==> config.mk <==
export PLATFORM = sky130hd
export DESIGN_NAME = seq_pattern_gen
export DESIGN_NICKNAME = d
export VERILOG_FILES = /design/src/rtl/seq_gen_pkg.sv /design/src/rtl/seq_pattern_gen_lfsr7.sv /design/src/rtl/seq_pattern_gen.sv
export SDC_FILE = /design/constraint.sdc
export NUM_CORES = 1
export LEC_CHECK = 0
export ABC_AREA = 1
export ABC_CLOCK_PERIOD_IN_PS = 3100
export CORE_MARGIN = 3
export CORE_UTILIZATION = 50
export DETAILED_ROUTE_END_ITERATION = 16
export HOLD_SLACK_MARGIN = 0.08
export PLACE_DENSITY_LB_ADDON = 0.12
export SYNTH_ARGS = -nofsm -noshare
export SYNTH_HDL_FRONTEND = slang
export SYNTH_SLANG_ARGS = --single-unit
==> constraint.sdc <==
create_clock -name clk -period 3.1 [get_ports clk]
set_input_delay 0.62 -clock clk [delete_from_list [all_inputs] [get_ports clk]]
set_output_delay 0.62 -clock clk [all_outputs]
set_load 0.03 [all_outputs]
==> src/rtl/seq_gen_pkg.sv <==
// Shared types and constants for the serial test-pattern transmitter.
// The LFSR constants are only consumed when SEQ_PATTERN_GEN_PRBS_GAP_EN is defined.
package seq_gen_pkg;

   typedef enum logic [1:0] {
      IDLE  = 2'd0,
      SHIFT = 2'd1,
      GAP   = 2'd2,
      DONE  = 2'd3
   } state_t;

   localparam logic [6:0] LFSR_SEED = 7'h7F;
   // Polynomial x^7 + x^6 + 1: feedback from bits 6 and 5.
   localparam logic [6:0] LFSR_TAPS = 7'b110_0000;

endpackage

==> src/rtl/seq_pattern_gen_lfsr7.sv <==
// 7-bit Fibonacci LFSR used for PRBS gap filling.
// Only compiled when SEQ_PATTERN_GEN_PRBS_GAP_EN is defined.
`ifdef SEQ_PATTERN_GEN_PRBS_GAP_EN
module lfsr7
   import seq_gen_pkg::*;
(
   input  logic clk,
   input  logic reset,
   input  logic adv,
   output logic bit_out
);

   logic [6:0] lfsr_q;
   logic [6:0] lfsr_d;

   always_comb begin
      lfsr_d = lfsr_q;
      if (adv) begin
         lfsr_d = {lfsr_q[5:0], ^(lfsr_q & LFSR_TAPS)};
      end
   end

   always_ff @(posedge clk or posedge reset) begin
      if (reset) begin
         lfsr_q <= LFSR_SEED;
      end else begin
         lfsr_q <= lfsr_d;
      end
   end

   assign bit_out = lfsr_q[6];

endmodule
`endif

==> src/rtl/seq_pattern_gen.sv <==
// Serial test-pattern transmitter: shifts a latched pattern out MSB-first, repeat_n times,
// with optional idle gaps. SEQ_PATTERN_GEN_PRBS_GAP_EN fills gaps with LFSR bits instead.
module seq_pattern_gen
   import seq_gen_pkg::*;
#(
   parameter int PAT_W = 4,
   parameter int CNT_W = 8,
   parameter int GAP_W = 4
)
(
   input  logic             clk,
   input  logic             reset,
   input  logic             start,
   input  logic [PAT_W-1:0] pattern,
   input  logic [CNT_W-1:0] repeat_n,
   input  logic [GAP_W-1:0] gap_len,
   output logic             x,
   output logic             x_valid,
   output logic             last,
   output logic             busy,
   output logic             done
);

   localparam int IDX_W = $clog2(PAT_W);
   localparam logic [IDX_W-1:0] IDX_MAX = IDX_W'(PAT_W - 1);

   state_t             state_q, state_d;
   logic [IDX_W-1:0]   idx_q, idx_d;
   logic [CNT_W-1:0]   rep_q, rep_d;
   logic [GAP_W-1:0]   gap_q, gap_d;
   logic [PAT_W-1:0]   pat_q, pat_d;
   logic [GAP_W-1:0]   gap_len_q, gap_len_d;
   logic               x_q, x_d;
   logic               x_valid_q, x_valid_d;
   logic               last_q, last_d;
   logic               busy_q, busy_d;
   logic               done_q, done_d;

`ifdef SEQ_PATTERN_GEN_PRBS_GAP_EN
   logic prbs_bit;
   logic lfsr_adv;

   lfsr7 u_lfsr (
      .clk     (clk),
      .reset   (reset),
      .adv     (lfsr_adv),
      .bit_out (prbs_bit)
   );
`endif

   // rep_q holds the number of repeats still to send, including the one in flight.
   always_comb begin
      state_d   = state_q;
      idx_d     = idx_q;
      rep_d     = rep_q;
      gap_d     = gap_q;
      pat_d     = pat_q;
      gap_len_d = gap_len_q;

      case (state_q)
         IDLE: begin
            if (start) begin
               pat_d     = pattern;
               gap_len_d = gap_len;
               rep_d     = repeat_n;
               idx_d     = IDX_MAX;
               state_d   = (repeat_n == '0) ? DONE : SHIFT;
            end
         end
         SHIFT: begin
            if (idx_q == '0) begin
               if (rep_q > CNT_W'(1)) begin
                  rep_d = rep_q - CNT_W'(1);
                  if (gap_len_q == '0) begin
                     idx_d = IDX_MAX;
                  end else begin
                     state_d = GAP;
                     gap_d   = gap_len_q;
                  end
               end else begin
                  rep_d   = '0;
                  state_d = DONE;
               end
            end else begin
               idx_d = idx_q - IDX_W'(1);
            end
         end
         GAP: begin
            if (gap_q <= GAP_W'(1)) begin
               gap_d   = '0;
               idx_d   = IDX_MAX;
               state_d = SHIFT;
            end else begin
               gap_d = gap_q - GAP_W'(1);
            end
         end
         DONE: begin
            state_d = IDLE;
         end
         default: begin
            state_d = IDLE;
         end
      endcase
   end

   // Outputs are derived from the next state so they line up with the state register.
   always_comb begin
      x_d       = 1'b0;
      x_valid_d = 1'b0;
      last_d    = 1'b0;
      busy_d    = (state_d == SHIFT) || (state_d == GAP);
      done_d    = (state_d == DONE);
`ifdef SEQ_PATTERN_GEN_PRBS_GAP_EN
      lfsr_adv  = 1'b0;
`endif
      if (state_d == SHIFT) begin
         x_d       = pat_d[idx_d];
         x_valid_d = 1'b1;
         last_d    = (idx_d == '0) && (rep_d == CNT_W'(1));
      end
`ifdef SEQ_PATTERN_GEN_PRBS_GAP_EN
      else if (state_d == GAP) begin
         x_d       = prbs_bit;
         x_valid_d = 1'b1;
         lfsr_adv  = 1'b1;
      end
`endif
   end

   always_ff @(posedge clk or posedge reset) begin
      if (reset) begin
         state_q   <= IDLE;
         idx_q     <= '0;
         rep_q     <= '0;
         gap_q     <= '0;
         pat_q     <= '0;
         gap_len_q <= '0;
         x_q       <= 1'b0;
         x_valid_q <= 1'b0;
         last_q    <= 1'b0;
         busy_q    <= 1'b0;
         done_q    <= 1'b0;
      end else begin
         state_q   <= state_d;
         idx_q     <= idx_d;
         rep_q     <= rep_d;
         gap_q     <= gap_d;
         pat_q     <= pat_d;
         gap_len_q <= gap_len_d;
         x_q       <= x_d;
         x_valid_q <= x_valid_d;
         last_q    <= last_d;
         busy_q    <= busy_d;
         done_q    <= done_d;
      end
   end

   assign x       = x_q;
   assign x_valid = x_valid_q;
   assign last    = last_q;
   assign busy    = busy_q;
   assign done    = done_q;

endmodule

Yosys cells after proc, flatten, opt, wreduce, memory -nomap -nowiden
Index checks and enable logic that the tools add are counted.
{"block": "totals", "reg_bits": 29, "in_bits": 19, "out_inout_bits": 5, "word_cells": 66}
{"block": "classes", "addsub": 3, "n_lt_le_gt_ge": 3, "eq_ne": 10, "mux": 29, "reduce_logical": 10}
{"operator": "4-bit 2-to-1 mux", "n": 6}
{"operator": "8-bit 2-to-1 mux", "n": 3}
{"operator": "2-bit 2-to-1 mux", "n": 11}
{"operator": "8-bit one-hot mux with 2 select lines", "n": 1}
{"operator": "2-bit == test (second input constant)", "n": 4}
{"operator": "8-bit by 1-bit == test with 1-bit output (second input constant)", "n": 1}
{"operator": "8-bit by 1-bit greater-than comparator with 1-bit output (second input constant)", "n": 1}
{"operator": "8-bit zero test", "n": 1}
{"operator": "2-bit one-hot mux with 4 select lines", "n": 1}
{"operator": "4-bit one-hot mux with 2 select lines", "n": 1}
{"operator": "8-bit by 1-bit subtractor with 8-bit output (second input constant)", "n": 1}
{"operator": "2-bit zero test", "n": 3}
{"operator": "2-bit != test (second input constant)", "n": 3}
{"operator": "2-bit one-hot mux with 3 select lines", "n": 1}
{"operator": "2-bit by 1-bit == test with 1-bit output (second input constant)", "n": 2}
{"operator": "4-bit by 1-bit <= comparator with 1-bit output (second input constant)", "n": 1}
{"operator": "4-bit zero test", "n": 1}
{"operator": "1-bit 2-to-1 mux", "n": 4}
{"operator": "4-bit AND reduction", "n": 1}
{"operator": "4-bit by 1-bit subtractor with 4-bit output (second input constant)", "n": 1}
{"operator": "2-bit by 3-bit less-than comparator with 1-bit output (second input constant)", "n": 1}
{"operator": "1-bit binary-select mux with 2-bit select", "n": 1}
{"operator": "2-bit AND reduction", "n": 1}
{"operator": "2-bit nonzero test", "n": 1}
{"operator": "3 further kinds", "n": 3}

Logic depth before layout (Yosys ltp)
{"block": "logic_depth", "ltp_word": 8, "mapped_depth": 13, "ltp_nobuf": 13}

Worst setup path before layout
OpenSTA, ideal clock, no wires.
{"block": "synth_path", "path_type": "reg2reg", "startpoint": "reg rep_q[0]", "endpoint": "reg last_q, in the netlist last", "setup_time_ns": 0.071, "t_arrival_ns": 1.700, "required_time_ns": 3.029, "path_slack_ns": 1.329, "stages_incl_launch_ff": 14, "path_buffers": 0, "period_less_slack_ns": 1.771, "path_cell_list": "dfrtp_1 -> inv_1 -> ha_1 -> nor2_1 -> nor2_1 -> nand2_1 -> nand4_1 -> nand3_1 -> inv_1 -> ha_1 -> inv_1 -> nor2_1 -> nand4_1 -> nor2_1"}
{"block": "synth_between", "word_cells_on_any_way": 17, "cone_classes": "add/sub: 1; order compare: 1; eq/ne: 2; mux: 11; reduce/logical: 2"}
{"item": "start: declaration", "line_no": "seq_pattern_gen.sv:29", "source": "logic [CNT_W-1:0] rep_q, rep_d;"}
{"item": "start signal: assignment", "line_no": "seq_pattern_gen.sv:146", "source": "rep_q <= rep_d;"}
{"item": "8-bit by 1-bit greater-than comparator with 1-bit output", "line_no": "seq_pattern_gen.sv:72", "source": "if (rep_q > CNT_W'(1)) begin"}
{"item": "2-bit 2-to-1 mux", "line_no": "seq_pattern_gen.sv:72"}
{"item": "2-bit 2-to-1 mux", "line_no": "seq_pattern_gen.sv:71", "source": "if (idx_q == '0) begin"}
{"item": "2-bit one-hot mux with 4 select lines", "line_no": "seq_pattern_gen.sv:60", "source": "case (state_q)"}
{"item": "net state_d[0]", "line_no": "seq_pattern_gen.sv:27", "source": "state_t state_q, state_d;"}
{"item": "2-bit by 1-bit == test with 1-bit output", "line_no": "seq_pattern_gen.sv:116", "source": "if (state_d == SHIFT) begin"}
{"item": "1-bit 2-to-1 mux", "line_no": "seq_pattern_gen.sv:116"}
{"item": "net last_d", "line_no": "seq_pattern_gen.sv:35", "source": "logic last_q, last_d;"}
{"item": "end signal: assignment", "line_no": "seq_pattern_gen.sv:152", "source": "last_q <= last_d;"}
{"item": "end: declaration", "line_no": "seq_pattern_gen.sv:35"}
The timed path passes the listed nets, and every way through them passes these cells.
A chain may end at the register's enable or synchronous reset.

Final worst setup path
{"block": "layout_path", "startpoint": "in start", "endpoint": "reg last_q, in the netlist last"}
{"block": "layout_between", "elab_chain_cells": 5, "word_cells_on_any_way": 11, "cone_classes": "eq/ne: 2; mux: 7; reduce/logical: 2"}
{"item": "start: declaration", "line_no": "seq_pattern_gen.sv:13", "source": "input logic start,"}
{"item": "8-bit 2-to-1 mux / 2-bit 2-to-1 mux (equally long branches)", "line_no": "seq_pattern_gen.sv:62", "source": "if (start) begin"}
{"item": "8-bit one-hot mux with 2 select lines / 2-bit one-hot mux with 3 select lines (equally long branches)", "line_no": "seq_pattern_gen.sv:60"}
{"item": "8-bit by 1-bit == test with 1-bit output / 2-bit zero test (equally long branches)", "line_no": "seq_pattern_gen.sv:119", "source": "last_d = (idx_d == '0) && (rep_d == CNT_W'(1));"}
{"item": "1-bit logical AND", "line_no": "seq_pattern_gen.sv:119"}
{"item": "1-bit 2-to-1 mux *", "line_no": "seq_pattern_gen.sv:116"}
{"item": "net last_d", "line_no": "seq_pattern_gen.sv:35"}
The timed path passes the listed nets; every way through them passes the cells marked *.

==> run metrics <==
ANT nets after route=0; vias per inst=5.04; floorplan row count=21; GP Congestion=0.827; CP max FO=19; core area=0.00347 sq mm; clk buf depth=2; worst skew pair latency=0.28 ns; synthesis-stage register bit count=29; final worst slack=1.03 ns; Tmin final=2.07 ns; Mapped Nets=280; Seq pwr share=31.3%; worst flop-to-flop path endpoint=last$_DFF_PP0_; Final setup violation count=0; DP HPWL=3.07 mm; vias in the first global route=1516; Gate power share=56.0%; r2r setup slk=1.06 ns; drt wl/cell=12.1 um; global-route wire length before repair=6.87 mm; Pre-antenna DRT Iters=5; residual DRC count=0; worst r2r src=rep_q[0]$_DFF_PP0_; startpoint class of the critical path=primary input; post-CTS setup buffer count=0; period utilisation layout=66.9%; Worst Setup SP=start; Layout area overhead=19.0%; worst-path cell chain=clkdlybuf4s50_1 > nand2_4 > inv_4 > a211oi_2 > ha_1 > inv_1 > nor2_1 > nand4_1 > nor2_1; Pint=0.00118 W; status=complete, no violations; H-tree Lvls=2; worst vdd ir=0.611 mV; Register-to-Register Path Depth=13; Leak=1.14 nW; crit end category=flop; Routed Wire Length=4.01 mm; Detailed Route Iter0 Violations=103; post-synthesis cell area=0.00186 sq mm; worst min-delay path class=reg2reg; nets@finish=309; most frequent CP cell=nor2_1; Syn. warnings=0; Clock Sinks=29; unique cell type count in the Yosys netlist=33; switching share of power=48.4%; clock share of power=12.7%; RSZ-0062 raised after global routing=false; I/O pin count=24; Die W=67 um; die area=0.00449 sq mm; fillers=329; worst setup path end=last$_DFF_PP0_; initial antenna violation count=0; synthesized area per cell=7.30 sq um; max incr delay on CP=0.52 ns; Worst Path Required=3.30 ns; sequential share of the synthesized area=39.0%; crit path DAT=2.28 ns; ratio of cells with drive above 1 in the final layout=11.2%; gr ovfl total=0; Least-Margin Pin Slew=0.438 ns; ant diodes=0; Port Buffers=23; Power Density=1030 mW/mm^2; DIE HEIGHT=67 um; fmax=0.482 GHz; Crit-path slowest cell=clkdlybuf4s50_1; post-CTS resize count=0; Setup TNS Final=0 ns; dpl ws=0.732 ns; Total Routing Usage GR=20.7%; hold buffers post-CTS=0; Initial Util=53.6%; Cells after Synth=255; Via Count=1667; pin count of the biggest net entering global routing=30; final hold viol count=0; Psw=0.00111 W; max-slew violations=0; TritonCTS clock tree=built; Max Clock Skew=0.00557 ns; CP Class=in2reg; Clock transition at path regs=0.06 ns; worst rel slew slack=70.8%; clk root buf=clkbuf_8; Num CTS Buffers=5; Max Cap Viol=0; min-delay src=gap_q[2]$_DFFE_PP0P_
[registers in the layout, indices dropped and copies added, names as in the netlist]
signal     cells
x              1
gap_len_q      4
x_valid        1
idx_q          2
done           1
last           1
pat_q          4
rep_q          8
state_q        2
busy           1
gap_q          4
[cell type report]
type                    count  area (sq um)  share of cell area, %
flip-flops and latches     29           726                   32.8
multi-input cells         177           931                   42.1
well taps                  46          57.6                   2.60
inverters                  47           181                   8.20
clock buffers               8          80.1                   3.62
repair buffers             24           238                   10.7
[routing by layer]
metal | vias up | global-route usage [%] | wire (um)
li1 | 862 | - | -
met1 | 763 | 28.7 | 1950
met2 | 35 | 31.2 | 1790
met3 | 7 | 5.90 | 212
met4 | 0 | 5.82 | 54
met5 | - | 0 | 0
[power by group through the flow]
stage                     clock network, W  logic, W  registers [W]
final                             0.000291   0.00128       0.000716
after detailed placement                 0   0.00129       0.000716
after global placement                   0   0.00126       0.000718
after CTS                         0.000300   0.00129       0.000714
after floorplan                          0  0.000984       0.000714
after global routing              0.000321   0.00149       0.000739
[synthesized netlist by cell type]
| library cell | number | area (sq um) |
|---|---|---|
| a211oi_1 | 1 | 7.51 |
| a211oi_2 | 1 | 12.5 |
| a21oi_1 | 4 | 20.0 |
| a21oi_4 | 2 | 32.5 |
| a22o_1 | 1 | 8.76 |
| a31oi_1 | 1 | 6.26 |
| buf_6 | 2 | 22.5 |
| clkinv_1 | 1 | 3.75 |
| dfrtp_1 | 29 | 726 |
| ha_1 | 6 | 75.1 |
| inv_1 | 39 | 146 |
| inv_2 | 5 | 18.8 |
| inv_4 | 2 | 12.5 |
| nand2_1 | 74 | 278 |
| nand2_2 | 5 | 31.3 |
| nand2_4 | 2 | 22.5 |
| nand3_1 | 12 | 60.1 |
| nand3_2 | 2 | 20.0 |
| nand4_1 | 7 | 43.8 |
| nor2_1 | 23 | 86.3 |
| nor2_2 | 3 | 18.8 |
| nor2_4 | 3 | 33.8 |
| nor3_1 | 1 | 5.00 |
| nor4_1 | 2 | 12.5 |
| o211ai_1 | 1 | 7.51 |
| o21a_1 | 1 | 7.51 |
| o21ai_0 | 11 | 55.1 |
| o21ai_1 | 7 | 35.0 |
| o21ai_2 | 1 | 8.76 |
| o22ai_1 | 2 | 12.5 |
| o32ai_1 | 1 | 8.76 |
| or2_1 | 2 | 12.5 |
| xor2_1 | 1 | 8.76 |
[how the worst min path moves through the flow]
stage                                 endpoint  slack, ns  depth (start not counted)
after floorplan           gap_q[2]$_DFFE_PP0P_       0.49                          2
after global placement    gap_q[2]$_DFFE_PP0P_       0.52                          2
after detailed placement  gap_q[2]$_DFFE_PP0P_       0.54                          2
after CTS                 gap_q[2]$_DFFE_PP0P_       0.55                          2
after global routing      gap_q[2]$_DFFE_PP0P_       0.58                          2
final                     gap_q[2]$_DFFE_PP0P_       0.54                          2
[metrics by stage]
step	area (sq um)	instances	total power [W]	utilization (%)	hold slack, ns
after floorplan	1860	255	0.00170	-	0.486
after global placement	2130	323	0.00198	61.5	0.517
after detailed placement	2130	323	0.00200	61.5	0.535
after CTS	2210	331	0.00231	63.8	0.548
after global routing	2210	331	0.00255	63.8	0.579
final	2210	331	0.00229	63.8	0.543
[worst max-delay path, delay by kind of cell]
kind            cells  cell delay [ns]
simple gates        4             0.49
compound gates      1             0.26
buf+inv             3             0.68
fa+ha+maj           1             0.21
[cell families (layout without fill, tap and decap cells)]
group	Yosys count	after routing	synth area share (%)
xor gates and xnor gates	1	1	0.471
AOI/OAI and AO/OA	34	34	12.0
and+or+nand+nor	136	136	33.6
DFF	29	29	39.0
adders and majority gates	6	6	4.03
buffers and inverters	49	79	11.0
[layout by cell type (no fill, tap or decap), types with 2 or more instances in the layout]
cell              n
a21oi_1           4
a21oi_4           2
clkbuf_1          3
clkbuf_8          5
clkdlybuf4s50_1  23
dfrtp_1          29
ha_1              6
inv_1            39
inv_2             5
inv_4             2
nand2_1          74
nand2_2           5
nand2_4           2
nand3_1          12
nand3_2           2
nand4_1           7
nor2_1           23
nor2_2            3
nor2_4            3
nor4_1            2
o21ai_0          11
o21ai_1           7
o22ai_1           2
or2_1             2
(Power assumes the default switching activity.)
==> RTL edit 1: new RTL, same settings <==
Encoding of `state_t`: now Gray code (2 bits for 4 states).
--- a/src/rtl/seq_gen_pkg.sv
+++ b/src/rtl/seq_gen_pkg.sv
@@ -3,10 +3,10 @@
 package seq_gen_pkg;
 
    typedef enum logic [1:0] {
-      IDLE  = 2'd0,
-      SHIFT = 2'd1,
-      GAP   = 2'd2,
-      DONE  = 2'd3
+      IDLE  = 2'b00,
+      SHIFT = 2'b01,
+      GAP   = 2'b11,
+      DONE  = 2'b10
    } state_t;
 
    localparam logic [6:0] LFSR_SEED = 7'h7F;
Behaviour: same outputs for any inputs over 10 cycles, from zero or initial values and one cycle with reset high; not proved beyond that.
==> RTL edit 1 against the original RTL <==
- first-iteration DRC count is 15% higher
- sequential cell count stayed put
- final area is 3.3% lower
- global-route usage is 0.22 points lower
- count of clock-buffer cells in the layout is 1 lower
- area after synthesis is 4.6% lower
- worst setup slack better by 0.077 ns
- critical path depth stayed put
- routed wire length is 2.2% lower
- highest routed layer unchanged
Power is not compared: it rests on default switching activity, and its combinational part moved more than twofold at a synthesized area within 25%.
==> RTL edit 1: results <==
metrics = {
    "outcome": {
        "status": "finished clean",
    },
    "grt": {
        "grt_pass1_wl_um": 6610,
        "grt_usage": 0.205,
        "first_global_vias": 1527,
        "antenna_found_initial": 0,
        "grt_util_met1": 0.265,
        "grt_util_met2": 0.331,
        "use_met3": 0.0462,
    },
    "worst_hold_path": {
        "min_path_type": "flip-flop to flip-flop",
        "holdPathEnd": "gap_len_q[3]$_DFFE_PP0P_",
        "min_from": "gap_len_q[3]$_DFFE_PP0P_",
    },
    "cts": {
        "cts_root_buffer": "clkbuf_4",
        "path_clk_slew_ns": 0.10,
        "clkLatencyLatePin_ns": 0.34,
    },
    "finish": {
        "nClkBuffers": 7,
        "clock_area_frac": 0.0398,
        "inv_count": 46,
        "largest_reg_flops": 8,
        "nonClkBufAreaFrac": 0.111,
        "fill_cells": 317,
        "signal_buffers": 24,
        "seq_area_um2": 726,
        "nets": 296,
        "seq_cell_count": 29,
        "diodes": 0,
        "multi_input_gates": 167,
        "drive_gt1_frac": 0.120,
        "multi_input_area_um2": 861,
    },
    "route": {
        "dr.pass1.iters": 4,
        "post_drt_wl_per_cell_um": 12.2,
        "vias": 1591,
        "drt_iter0_markers": 118,
    },
    "logic_synthesis": {
        "ys_types": 31,
        "synthXorXnorAreaFrac": 0.00987,
        "synthAdderAreaFrac": 0.0282,
        "synth_nets": 267,
        "netlist_top_cells_area": "dfrtp_1 (41%), nand2_1 (12%), inv_1 (8.7%)",
        "synth_compound_area_frac": 0.110,
        "seq_area_frac_synth": 0.409,
        "synth-main-ff-cell": "dfrtp_1",
        "synth_mux_area_frac": 0.00634,
        "synthTopCellsByCount": "nand2_1 (58), inv_1 (41), dfrtp_1 (29)",
    },
    "power_and_ir_drop": {
        "ir_drop_uv": 406,
    },
    "setup_path": {
        "crit_family": "buffers and inverters",
        "crit_arrival_ns": 2.28,
        "rrSetupSlack_ns": 1.17,
        "slowest_delay_ns": 0.54,
        "startpoint": "start",
        "setup.worst_path.end": "last$_DFF_PP0_",
        "reg2reg_depth": 12,
        "cp_max_fo": 6,
    },
    "timing": {
        "skew_ns": 0.0212,
        "relSlewSlack": 0.681,
    },
    "place": {
        "gp_congestion": 0.868,
        "post-dp-hpwl_um": 3000,
    },
}
-- RTL edit 1: changes by cell type in the layout (fill, tap and decap cells not counted), moves of 3 or more --
cell,before,now
nand2_1,74,58
o21ai_1,7,3
nor2_1,23,27
clkbuf_8,5,1
o22ai_1,2,6
o21ai_0,11,14
or2_2,0,4
clkbuf_4,0,5
nand3_1,12,16
-- RTL edit 1: power by group --
group / internal (W) / switching, W
clock: 0.000193 / 0.000137
combinational: 0.0000215 / 0.0000137
sequential: 0.000378 / 0
-- RTL edit 1: per-stage QoR --
step	instance area (um2)	setup WS [ns]	instances	util	hold WS (ns)
after detailed placement	2050	0.780	312	0.606	0.525
after global routing	2140	0.983	320	0.631	0.605
after CTS	2140	1.10	320	0.631	0.546
after global placement	2050	0.807	312	0.606	0.504
final	2140	1.10	320	0.631	0.538
after floorplan	1780	1.45	244	-	0.472
-- RTL edit 1: routing by layer --
metal  vias to the layer above  routed length (um)
met5                         -                   0
li1                        834                   -
met3                         4                 170
met1                       716                1820
met2                        37                1890
met4                         0                  36
==> RTL edit 2: new RTL, same settings <==
Made on the original files. The parameter `CNT_W` goes from 8 to 9.
--- a/src/rtl/seq_pattern_gen.sv
+++ b/src/rtl/seq_pattern_gen.sv
@@ -4,7 +4,7 @@
    import seq_gen_pkg::*;
 #(
    parameter int PAT_W = 4,
-   parameter int CNT_W = 8,
+   parameter int CNT_W = 9,
    parameter int GAP_W = 4
 )
 (
Interface: changed (resized repeat_n); port bits go from 24 to 25. No check against the original RTL was run, so the function may have changed too.
==> RTL edit 2 against the original RTL <==
- area after synthesis is 2.3% lower
- sequential cell count is 1 higher
- count of clock-buffer cells in the layout is 1 lower
- final area is 2.3% lower
- critical endpoint unchanged
- die area is 2.1% lower
- utilization is 0.48 points lower
- worst setup slack worse by 0.14 ns
- highest routed layer unchanged
- power is 6.2% lower
- routed wire length is 1.1% lower
- register-to-register slack worse by 0.14 ns
- maximum frequency is 6.5% lower
- critical path type unchanged
- worst hold slack better by 0.015 ns
==> RTL edit 2: results <==
metrics = {
    "route": {
        "drt_iter0_markers": 89,
        "wl_um": 3960,
        "dr.pass1.iters": 4,
        "via_per_inst": 5.07,
    },
    "setup_path": {
        "crit_arrival_ns": 2.50,
        "cp_max_fo": 7,
        "slowest_delay_ns": 0.49,
        "timing.rr.start": "gap_q[0]$_DFFE_PP0P_",
    },
    "outcome": {
        "status": "finished clean",
    },
    "finish": {
        "largest_reg_flops": 9,
        "fill_cells": 312,
    },
    "worst_hold_path": {
        "min_from": "gap_q[3]$_DFFE_PP0P_",
    },
    "logic_synthesis": {
        "synthTopCellsByCount": "nand2_1 (40), inv_1 (32), dfrtp_1 (30)",
        "netlist_top_cells_area": "dfrtp_1 (41%), nand2_1 (8.3%), inv_1 (6.6%)",
        "seq_area_frac_synth": 0.413,
        "synth_nets": 251,
        "synthCells": 225,
    },
    "place": {
        "gp_congestion": 0.882,
        "port_buffers": 24,
        "dp.cells": 294,
    },
    "timing": {
        "skew_ns": 0.00482,
    },
    "cts": {
        "cts_root_buffer": "clkbuf_4",
        "clkLatencyLatePin_ns": 0.35,
        "path_clk_slew_ns": 0.10,
    },
    "power_and_ir_drop": {
        "ir_drop_uv": 563,
        "power.leakage_nw": 1.03,
    },
    "grt": {
        "grt_usage": 0.207,
        "grt_pass1_wl_um": 6680,
    },
}
## RTL edit 2: cell types whose count changed after synthesis, sizes merged, moves of 3 or more
cell   before  now
nand2      81   46
a21oi       6    9
xor2        1    4
nor2       29   24
a22oi       0    6
inv        46   38
nand3      14   17
## RTL edit 2: final cells by class
class | instances | area, um2 | area share
timing repair buffer | 26 | 255 | 0.118
multi-input combinational | 154 | 897 | 0.415
sequential | 30 | 751 | 0.347
clock inverter | 1 | 5.00 | 0.00231
inverter | 38 | 143 | 0.0659
clock buffer | 7 | 55.1 | 0.0254
tap | 46 | 57.6 | 0.0266
## RTL edit 2: kinds of logic (layout without fill, tap and decap cells)
family | count (synthesis) | after routing | share of synthesized area
and+or+nand+nor | 103 | 103 | 0.295
buffers and inverters | 41 | 72 | 0.0936
AOI/OAI and AO/OA | 40 | 40 | 0.133
DFF | 30 | 30 | 0.413
adders and majority gates | 6 | 6 | 0.0413
xor gates and xnor gates | 5 | 5 | 0.0241
## RTL edit 2: routing by layer
| metal | track usage | part of all wire |
|---|---|---|
| met1 | 0.294 | 0.49 |
| met2 | 0.290 | 0.44 |
| met3 | 0.0459 | 0.056 |
| met4 | 0.104 | 0.021 |
| met5 | 0 | 0 |
## RTL edit 2: worst paths after layout
path,to,slack (ns),cells past startpoint
worst min register to register,gap_q[3]$_DFFE_PP0P_,0.56,2
max in group asynchronous,rep_q[8]$_DFF_PP0_,2.18,3
worst min-delay path,gap_q[3]$_DFFE_PP0P_,0.56,2
worst max register to register,last$_DFF_PP0_,0.92,15
worst max-delay path,last$_DFF_PP0_,0.88,14
min in group asynchronous,pat_q[2]$_DFF_PP0_,0.64,3
## RTL edit 2: power breakdown
| part | switching (W) | total, W | internal, W |
|---|---|---|---|
| Sequential | 0.000146 | 0.000716 | 0.000570 |
| Clock | 0.000145 | 0.000255 | 0.000110 |
| Combinational | 0.000738 | 0.00117 | 0.000436 |
## RTL edit 2: critical path: cells and delay by family
kind / cells / cell delay, ns
and+or+nand+nor: 7 / 0.60
adders and majority gates: 1 / 0.25
buffers and inverters: 5 / 0.85
AOI/OAI and AO/OA: 1 / 0.18
## RTL edit 2: per-stage QoR
step | instance area, um2 | setup slack, ns
after floorplan | 1820 | 1.21
after global placement | 2100 | 0.599
after detailed placement | 2100 | 0.522
after CTS | 2160 | 0.894
after global routing | 2160 | 0.681
final | 2160 | 0.882
